File: src/rtl/mem_port_arbiter_pkg.sv
// Shared types for the instruction/data memory-port arbiter.
package mem_arb_pkg;

  // Access sequencer: grant in IDLE, RAM samples in MEM, owner acked in RESP.
  typedef enum logic [1:0] {
    IDLE = 2'd0,
    MEM  = 2'd1,
    RESP = 2'd2
  } arb_state_t;

  // Which port owns the access currently in flight.
  typedef enum logic {
    OWN_I = 1'b0,
    OWN_D = 1'b1
  } arb_owner_t;

  // Width needed to count data grants from 0 up to max_streak inclusive.
  function automatic int streak_width(input int max_streak);
    return $clog2(max_streak + 1);
  endfunction

endpackage

File: src/rtl/mem_port_arbiter_prio_sel.sv
// Grant policy: data wins ties unless the fetch port has waited through a
// full streak of data grants. Only meaningful when at least one request is up.
import mem_arb_pkg::*;

module arb_prio_sel (
  input  logic       i_req,
  input  logic       d_req,
  input  logic       streak_max,
  output arb_owner_t owner
);

  // Fixed data priority with a starvation override for fetch
  always_comb begin
    // NOTE: assign a default first so every path drives owner and no latch is inferred.
    owner = OWN_D;
    if (i_req && (!d_req || streak_max)) begin
      owner = OWN_I;
    end
  end

endmodule

File: src/rtl/mem_port_arbiter.sv
// Shares one single-port synchronous RAM (1-cycle read latency) between the
// instruction-fetch port and the data port. One access per three cycles:
// IDLE (arbitrate, register m_*), MEM (RAM samples), RESP (owner acked, read
// data passed straight through from the RAM).
import mem_arb_pkg::*;

module mem_port_arbiter #(
  parameter int DATA_W       = 32,
  parameter int ADDR_W       = 10,
  parameter int MAX_D_STREAK = 4
) (
  input  logic              CLK,
  input  logic              RESET,
  input  logic              i_req,
  input  logic [ADDR_W-1:0] i_addr,
  output logic              i_ack,
  output logic [DATA_W-1:0] i_rdata,
  input  logic              d_req,
  input  logic              d_we,
  input  logic [ADDR_W-1:0] d_addr,
  input  logic [DATA_W-1:0] d_wdata,
  output logic              d_ack,
  output logic [DATA_W-1:0] d_rdata,
  output logic              m_en,
  output logic              m_we,
  output logic [ADDR_W-1:0] m_addr,
  output logic [DATA_W-1:0] m_wdata,
  input  logic [DATA_W-1:0] m_rdata
);

  localparam int                  STREAK_W   = streak_width(MAX_D_STREAK);
  localparam logic [STREAK_W-1:0] STREAK_TOP = STREAK_W'(MAX_D_STREAK);

  arb_state_t          state;
  arb_state_t          state_next;
  arb_owner_t          owner;      // port of the access in flight
  arb_owner_t          grant;      // policy decision for this IDLE cycle
  logic                acc_we;     // access in flight is a data write
  logic [STREAK_W-1:0] streak;     // data grants taken while fetch waited
  logic                any_req;
  logic                streak_max;

  assign any_req    = i_req | d_req;
  assign streak_max = (streak == STREAK_TOP);

  arb_prio_sel u_prio_sel (
    .i_req      (i_req),
    .d_req      (d_req),
    .streak_max (streak_max),
    .owner      (grant)
  );

  // State register; reset abandons any access in flight
  always_ff @(posedge CLK) begin
    // NOTE: sequential state uses non-blocking assignments so every register
    // samples pre-edge values regardless of block ordering.
    if (RESET) state <= IDLE;
    else       state <= state_next;
  end

  // Next state, acks and read-data pass-through
  always_comb begin
    state_next = state;
    i_ack      = 1'b0;
    d_ack      = 1'b0;
    i_rdata    = '0;
    d_rdata    = '0;
    case (state)
      IDLE: if (any_req) state_next = MEM;
      MEM:  state_next = RESP;
      RESP: begin
        state_next = IDLE;
        if (owner == OWN_I) begin
          i_ack   = 1'b1;
          i_rdata = m_rdata;
        end else begin
          d_ack = 1'b1;
          if (!acc_we) d_rdata = m_rdata;
        end
      end
      default: state_next = IDLE;
    endcase
  end

  // Memory command registers and owner latch, loaded when a grant is made
  always_ff @(posedge CLK) begin
    if (RESET) begin
      m_en    <= 1'b0;
      m_we    <= 1'b0;
      m_addr  <= '0;
      m_wdata <= '0;
      owner   <= OWN_I;
      acc_we  <= 1'b0;
    end else begin
      case (state)
        IDLE: begin
          if (any_req) begin
            m_en  <= 1'b1;
            owner <= grant;
            if (grant == OWN_D) begin
              m_we    <= d_we;
              m_addr  <= d_addr;
              m_wdata <= d_wdata;
              acc_we  <= d_we;
            end else begin
              m_we    <= 1'b0;
              m_addr  <= i_addr;
              acc_we  <= 1'b0;
            end
          end else begin
            m_en <= 1'b0;
            m_we <= 1'b0;
          end
        end
        MEM: begin
          // RAM has sampled the command at the end of this cycle
          m_en <= 1'b0;
          m_we <= 1'b0;
        end
        default: ;
      endcase
    end
  end

  // Starvation counter: data grants taken while fetch was also waiting
  always_ff @(posedge CLK) begin
    if (RESET) begin
      streak <= '0;
    end else if (state == IDLE) begin
      if (!i_req || grant == OWN_I) streak <= '0;
      else if (!streak_max)         streak <= streak + STREAK_W'(1);
    end
  end

  // Protocol monitor: a pending request must hold its inputs until acked,
  // and both ports are never acked together. Not part of the datapath.
  logic              i_req_q, i_ack_q, d_req_q, d_ack_q, d_we_q;
  logic [ADDR_W-1:0] i_addr_q, d_addr_q;
  logic [DATA_W-1:0] d_wdata_q;

  // Previous-cycle request snapshot and stability checks
  always_ff @(posedge CLK) begin
    if (RESET) begin
      i_req_q   <= 1'b0;
      i_ack_q   <= 1'b0;
      d_req_q   <= 1'b0;
      d_ack_q   <= 1'b0;
      d_we_q    <= 1'b0;
      i_addr_q  <= '0;
      d_addr_q  <= '0;
      d_wdata_q <= '0;
    end else begin
      if (i_req_q && !i_ack_q) begin
        assert (i_req && i_addr == i_addr_q);
      end
      if (d_req_q && !d_ack_q) begin
        assert (d_req && d_we == d_we_q && d_addr == d_addr_q && d_wdata == d_wdata_q);
      end
      assert (!(i_ack && d_ack));
      i_req_q   <= i_req;
      i_ack_q   <= i_ack;
      d_req_q   <= d_req;
      d_ack_q   <= d_ack;
      d_we_q    <= d_we;
      i_addr_q  <= i_addr;
      d_addr_q  <= d_addr;
      d_wdata_q <= d_wdata;
    end
  end

endmodule

File: config.mk
export PLATFORM = sky130hd
export DESIGN_NAME = mem_port_arbiter
export DESIGN_NICKNAME = d
export VERILOG_FILES = /design/src/rtl/mem_port_arbiter_pkg.sv /design/src/rtl/mem_port_arbiter_prio_sel.sv /design/src/rtl/mem_port_arbiter.sv
export SDC_FILE = /design/constraint.sdc
export NUM_CORES = 1
export LEC_CHECK = 0
export ABC_AREA = 0
export CAP_MARGIN = 10
export CORE_MARGIN = 2
export CORE_UTILIZATION = 31
export DETAILED_ROUTE_END_ITERATION = 16
export PLACE_DENSITY = 0.78
export SYNTH_ARGS = -nofsm -noshare
export SYNTH_HDL_FRONTEND = slang
export SYNTH_SLANG_ARGS = --single-unit
export TNS_END_PERCENT = 20
File: constraint.sdc
create_clock -name CLK -period 1.5 [get_ports CLK]
set_input_delay 0.3 -clock CLK [delete_from_list [all_inputs] [get_ports CLK]]
set_output_delay 0.3 -clock CLK [all_outputs]
set_load 0.02 [all_outputs]
# Word level (Yosys, flattened, before mapping)
# Cells that the tools add are included.
[classes]
mux = 20
reduce_logical = 10
add_sub_neg = 1
n_eq_ne = 5
bitwise_logic = 2
[op_table]
columns = ["cell", "count"]
rows = [
  ["two-way mux 32 bit", 5],
  ["two-way mux 10 bit", 1],
  ["two-way mux 1 bit", 8],
  ["two-way mux 3 bit", 2],
  ["!= test 2 bit (second input constant)", 2],
  ["case mux 1 bit (2 select lines)", 2],
  ["case mux 2 bit (2 select lines)", 1],
  ["AND reduction 2 bit", 2],
  ["adder 3 x 1 -> 3 bit (second input constant)", 1],
  ["== test 3 bit (second input constant)", 1],
  ["AND reduction 3 bit", 1],
  ["== test 2 x 1 -> 1 bit (second input constant)", 1],
  ["== test 2 bit (second input constant)", 1],
  ["zero test 1 bit", 2],
  ["zero test 2 bit", 1],
  ["logical OR 1 bit", 2],
  ["two-way mux 2 bit", 1],
  ["nonzero test 2 bit", 1],
  ["logical AND 1 bit", 1],
  ["NOT 1 bit", 1],
  ["OR 1 bit", 1],
]
[totals]
input_bits = 89
elab_cells = 46
ff_bits = 51
out_inout_bits = 110

# Logic depth before layout (Yosys ltp)
# Gate-level depths: netlist of the first run.
[logic_depth]
depth_word = 6
depth_mapped = 6
depth_no_buf = 5

# Modules after synthesis
# Synthesis of the first run repeated with hierarchy kept, for this count alone.
[hier_totals]
hier_cells = 315
area_unflattened_um2 = 2850.2
[modules_own_cells]
columns = ["mod", "cells_per_inst", "seq_area_each_um2", "area_each_um2", "instances"]
rows = [
  ["mem_port_arbiter", 313, 1021.0, 2837.7, 1],
  ["arb_prio_sel", 2, 0.0, 12.5, 1],
]

# Worst setup path after synthesis of the first run
# No wires, ideal clock.
[synth_timing]
path_type = "reg2out"
startpoint = "register state[1]"
endpoint = "output port d_rdata[10]"
n_path_buf = 2
required_time_ns = 1.200
stages_incl_launch_ff = 6
arrival_time_ns = 1.364
path_slack_ns = -0.164
path_cell_list = "dfxtp_1 > buf_6 > and3b_1 > and2b_1 > clkbuf_1 > and2_1"
[synth_via]
elab_chain_len = 2
[synth_lines]
columns = ["element", "line", "text"]
rows = [
  ["start: declaration", "mem_port_arbiter.sv:34", "arb_state_t state;"],
  ["start signal: assignment", "mem_port_arbiter.sv:58", "else state <= state_next;"],
  ["== test 2 bit", "mem_port_arbiter.sv:68", "case (state)"],
  ["two-way mux 32 bit", "mem_port_arbiter.sv:68", ""],
  ["end: declaration", "mem_port_arbiter.sv:23", "output logic [DATA_W-1:0] d_rdata,"],
]
# Every way passes these cells.

# Worst setup path after layout of the first run
[layout_timing]
startpoint = "register state[0]"
endpoint = "output port i_rdata[0]"
[layout_via]
elab_chain_len = 2
[layout_lines]
columns = ["element", "line", "text"]
rows = [
  ["== test 2 bit", "mem_port_arbiter.sv:68", ""],
  ["two-way mux 32 bit", "mem_port_arbiter.sv:68", ""],
  ["end: declaration", "mem_port_arbiter.sv:17", "output logic [DATA_W-1:0] i_rdata,"],
]
# Every way passes these cells.

==> results of run 1 <==
path summary, 6_finish.rpt:
check | slack [ns] | endpoint | startpoint | cells after the start
max | -0.32 | i_rdata[0] | state[0]$_SDFFE_PP0P_ | 6
min | 0.43 | acc_we$_SDFFE_PP0P_ | RESET | 2
max reg2reg | -0.10 | m_addr[8]$_SDFFE_PP0P_ | streak[0]$_SDFFE_PP0P_ | 5
min reg2reg | 0.46 | m_we$_SDFFE_PP0P_ | m_we$_SDFFE_PP0P_ | 2
critical path, stage by stage (launching register included):
cell,delay (ns)
dfxtp_2,0.34
buf_4,0.13
nor3b_4,0.22
buf_6,0.16
buf_12,0.12
and2_4,0.14
buf_6,0.11
routing by layer:
| layer | wire (um) | vias up | track usage |
|---|---|---|---|
| met2 | 5419 | 154 | 0.3796 |
| met3 | 844 | 22 | 0.05090 |
| met4 | 284 | 0 | 0.06310 |
| met1 | 3701 | 1492 | 0.2146 |
| met5 | 0 | - | 0 |
| li1 | - | 1566 | - |
per-stage QoR:
stage / TNS (ns) / total power, mW / cell area [um^2] / utilization
2_1_floorplan: -2.800 / 2.015 / 2664 / -
5_1_grt: -23.96 / 3.752 / 5325 / 0.6481
3_5_place_dp: -41.93 / 2.638 / 4903 / 0.5968
6_report: -19.12 / 3.590 / 5325 / 0.6481
3_3_place_gp: -37.33 / 2.618 / 4903 / 0.5968
4_1_cts: -21.64 / 3.562 / 4886 / 0.5946
flip-flops by register name, indices dropped and copies added (netlist names):
register	flops
m_wdata	32
m_addr	10
streak	3
state	2
acc_we	1
m_en	1
m_we	1
owner	1
logic make-up after synthesis:
logic type | Yosys count
AOI/OAI and AO/OA | 96
adders and majority gates | 2
buffers and inverters | 38
DFF | 51
and+or+nand+nor | 141
timing repair:
item                       in CTS  in global routing
pin swaps                       8                 41
setup endpoints to repair     125                112
gates cloned                    2                  3
hold endpoints to repair        0                  0
gates resized for setup       377                159
buffers inserted                3                  0
power groups by stage:
stage | logic [mW] | registers (mW) | clock network, mW
4_1_cts | 1.08 | 1.50 | 0.977
5_1_grt | 1.22 | 1.52 | 1.01
2_1_floorplan | 0.368 | 1.65 | 0
3_3_place_gp | 1.08 | 1.53 | 0
3_5_place_dp | 1.10 | 1.54 | 0
6_report | 1.14 | 1.51 | 0.943
cell usage in the layout, fill, tap and decap left out, types with 15 or more instances in the layout:
master	synthesis	routed
o21ai_0	31	15
a21oi_1	49	49
dfxtp_1	51	47
nand3_1	34	34
o21ai_1	3	19
buf_4	0	17
and2_4	0	54
clkdlybuf4s50_1	0	86
buf_6	2	69
dlygate4sd2_1	0	44
cell usage after synthesis, drive strengths merged (3+ instances only):
library cell,n
nor4b,11
nand3,34
clkbuf,25
nor2,3
buf,11
nand2,7
o21ai,34
nor3b,3
a21oi,49
dfxtp,51
nor4,10
and2,64
a2111oi,10
area by class of cell:
class	count	area share
Tap cell	105	0.02467
Clock inverter	2	0.007049
Inverter	2	0.001410
Sequential cell	51	0.1927
Clock buffer	5	0.01292
Multi-Input combinational cell	239	0.3057
Timing Repair Buffer	230	0.4556
==> results.md, run 1 <==
* Core Area at 8217 um^2
* Number of enable flip-flop cells after synthesis at 0
* Setup Skew at around 0.014 ns
* Drt drc at 0
* CTS max path bufs at 2
* Predominant post-synthesis flop cell: dfxtp_1
* CP required at 1.20 ns
* Main area contributors after synthesis: dfxtp_1 39%, and2_1 15%, a21oi_1 9.3%, nand3_1 6.5%, o21ai_0 5.9%
* Multi-input logic area at 1628 um^2
* Pre-CTS WS at -0.5062 ns
* I/O Buffers at 198
* Seq/Total Area, Yosys at 0.3891
* Cell Rows at 33
* All-layer global routing usage at 0.2003
* Synth top area share at 0.3891
* Failing checks: setup timing
* Crit path time final at 1.823 ns
* Area leader, netlist: dfxtp_1
* Hold_buf cts at 0
* Worst hold slack at 0.4273 ns
* Hold Fails Final Rpt at 0
* Post-synthesis mux area share at 0
* CP startpoint kind: register
* Final cycle utilization of the critical path at 1.215
* Ant. Diodes at 0
* Int Power at 2.540 mW
* Die height at 96 um
* Clock network power share at 0.263
* Switch share at 0.2925
* Routed wire length at approximately 10000 um
* Slew @ Worst Pin at 0.6104 ns
* Post-Synth XOR/XNOR Area at 0
* Die Area at 9216 um^2
* Max Slew Vio Count at 0
* Initial core utilization at 0.3193
* Netlist cell types at 32
* Synthesized-area fraction occupied by adder cells at 0.009537
* Router iterations before antenna repair at 4
* Synthesized area per cell at 7.999 um^2
* Maximum vdd ir drop at ~0.7 mV
* Max Cap Viol at 0
* DR iter-0 viols at approximately 110
* Nets at 620
* RSZ-0062 raised after global routing: true
* HP Class: in -> reg
* Initial antenna violation count at 0
* Largest net degree at the start of global routing at 35
* WL/cell at 16.17 um
* Psw at 1.050 mW
* Final-layout fill cell count at 661
* Ys Warns at 0
* Setup Viol. Count Final at 73
* Compound-Gate Fraction of Synth Area at 0.2084
* Slew HR at 0.5926
* Detail Route Antenna Nets at 0
* Largest family of logic cells by synthesized area: simple AND/OR/NAND/NOR gates
* First-pass GRT wire length at 14760 um
* Worst path arrival time at 1.52 ns
* WS Path Type: reg -> out
* Horiz. Die Dim at 96 um
* Share of total power in sequential cells at 0.419
* CTS Buf Count at 5
* P&R area growth vs syn at 103.0%
* CTS tree: built
* Leak at 2.299 nW
* Status: complete, but fails checks
* Register area at 1026 um^2
* Post-placement cell count at 620
* Gpl congestion at between 0.7 and 0.8
* Fraction of final layout cells sized beyond drive strength 1 at 0.3478
* Async set or reset register ratio after synthesis at 0
* Vias per cell at around 5.1
* Total grt overflow at 0
* Max Clock Freq at 548.6 MHz
* H-tree level count at 2
* Comb power frac at 0.318
* Synthesized instance count at 328
* Clock sinks at 51
* Pwr/cell area at ~670 nW/um^2
* Post-Synth Simple-Gate Area at 0.3286
* Seq cells post-synth at 51
* Reg clk slew, reported paths at 0.10 ns
* Worst Path Max Fanout at 9
* Post-route insts no fill at between 600 and 700
* Clock root buffer: clkbuf_8
* I/O pin count at about 200
* Post-Syn Area at between 2000 and 3000 um^2
* Worst skew pair latency at ~0.30 ns
* Slack of the critical path at -0.3229 ns
* Setup crit end kind: output port
* Number of global-route vias before repair at 3066
* DP HPWL at 7105 um
* Synth Net Count at 419
* Via count of the routed design at 3234
No activity file was read; power rests on OpenSTA's default activity.
==> run 2: changes to the inputs <==
- CTS_CLUSTER_SIZE: unset -> 16
==> results of run 2 <==
Same layout as run 1: the final DEF is identical, and so are final timing and power.
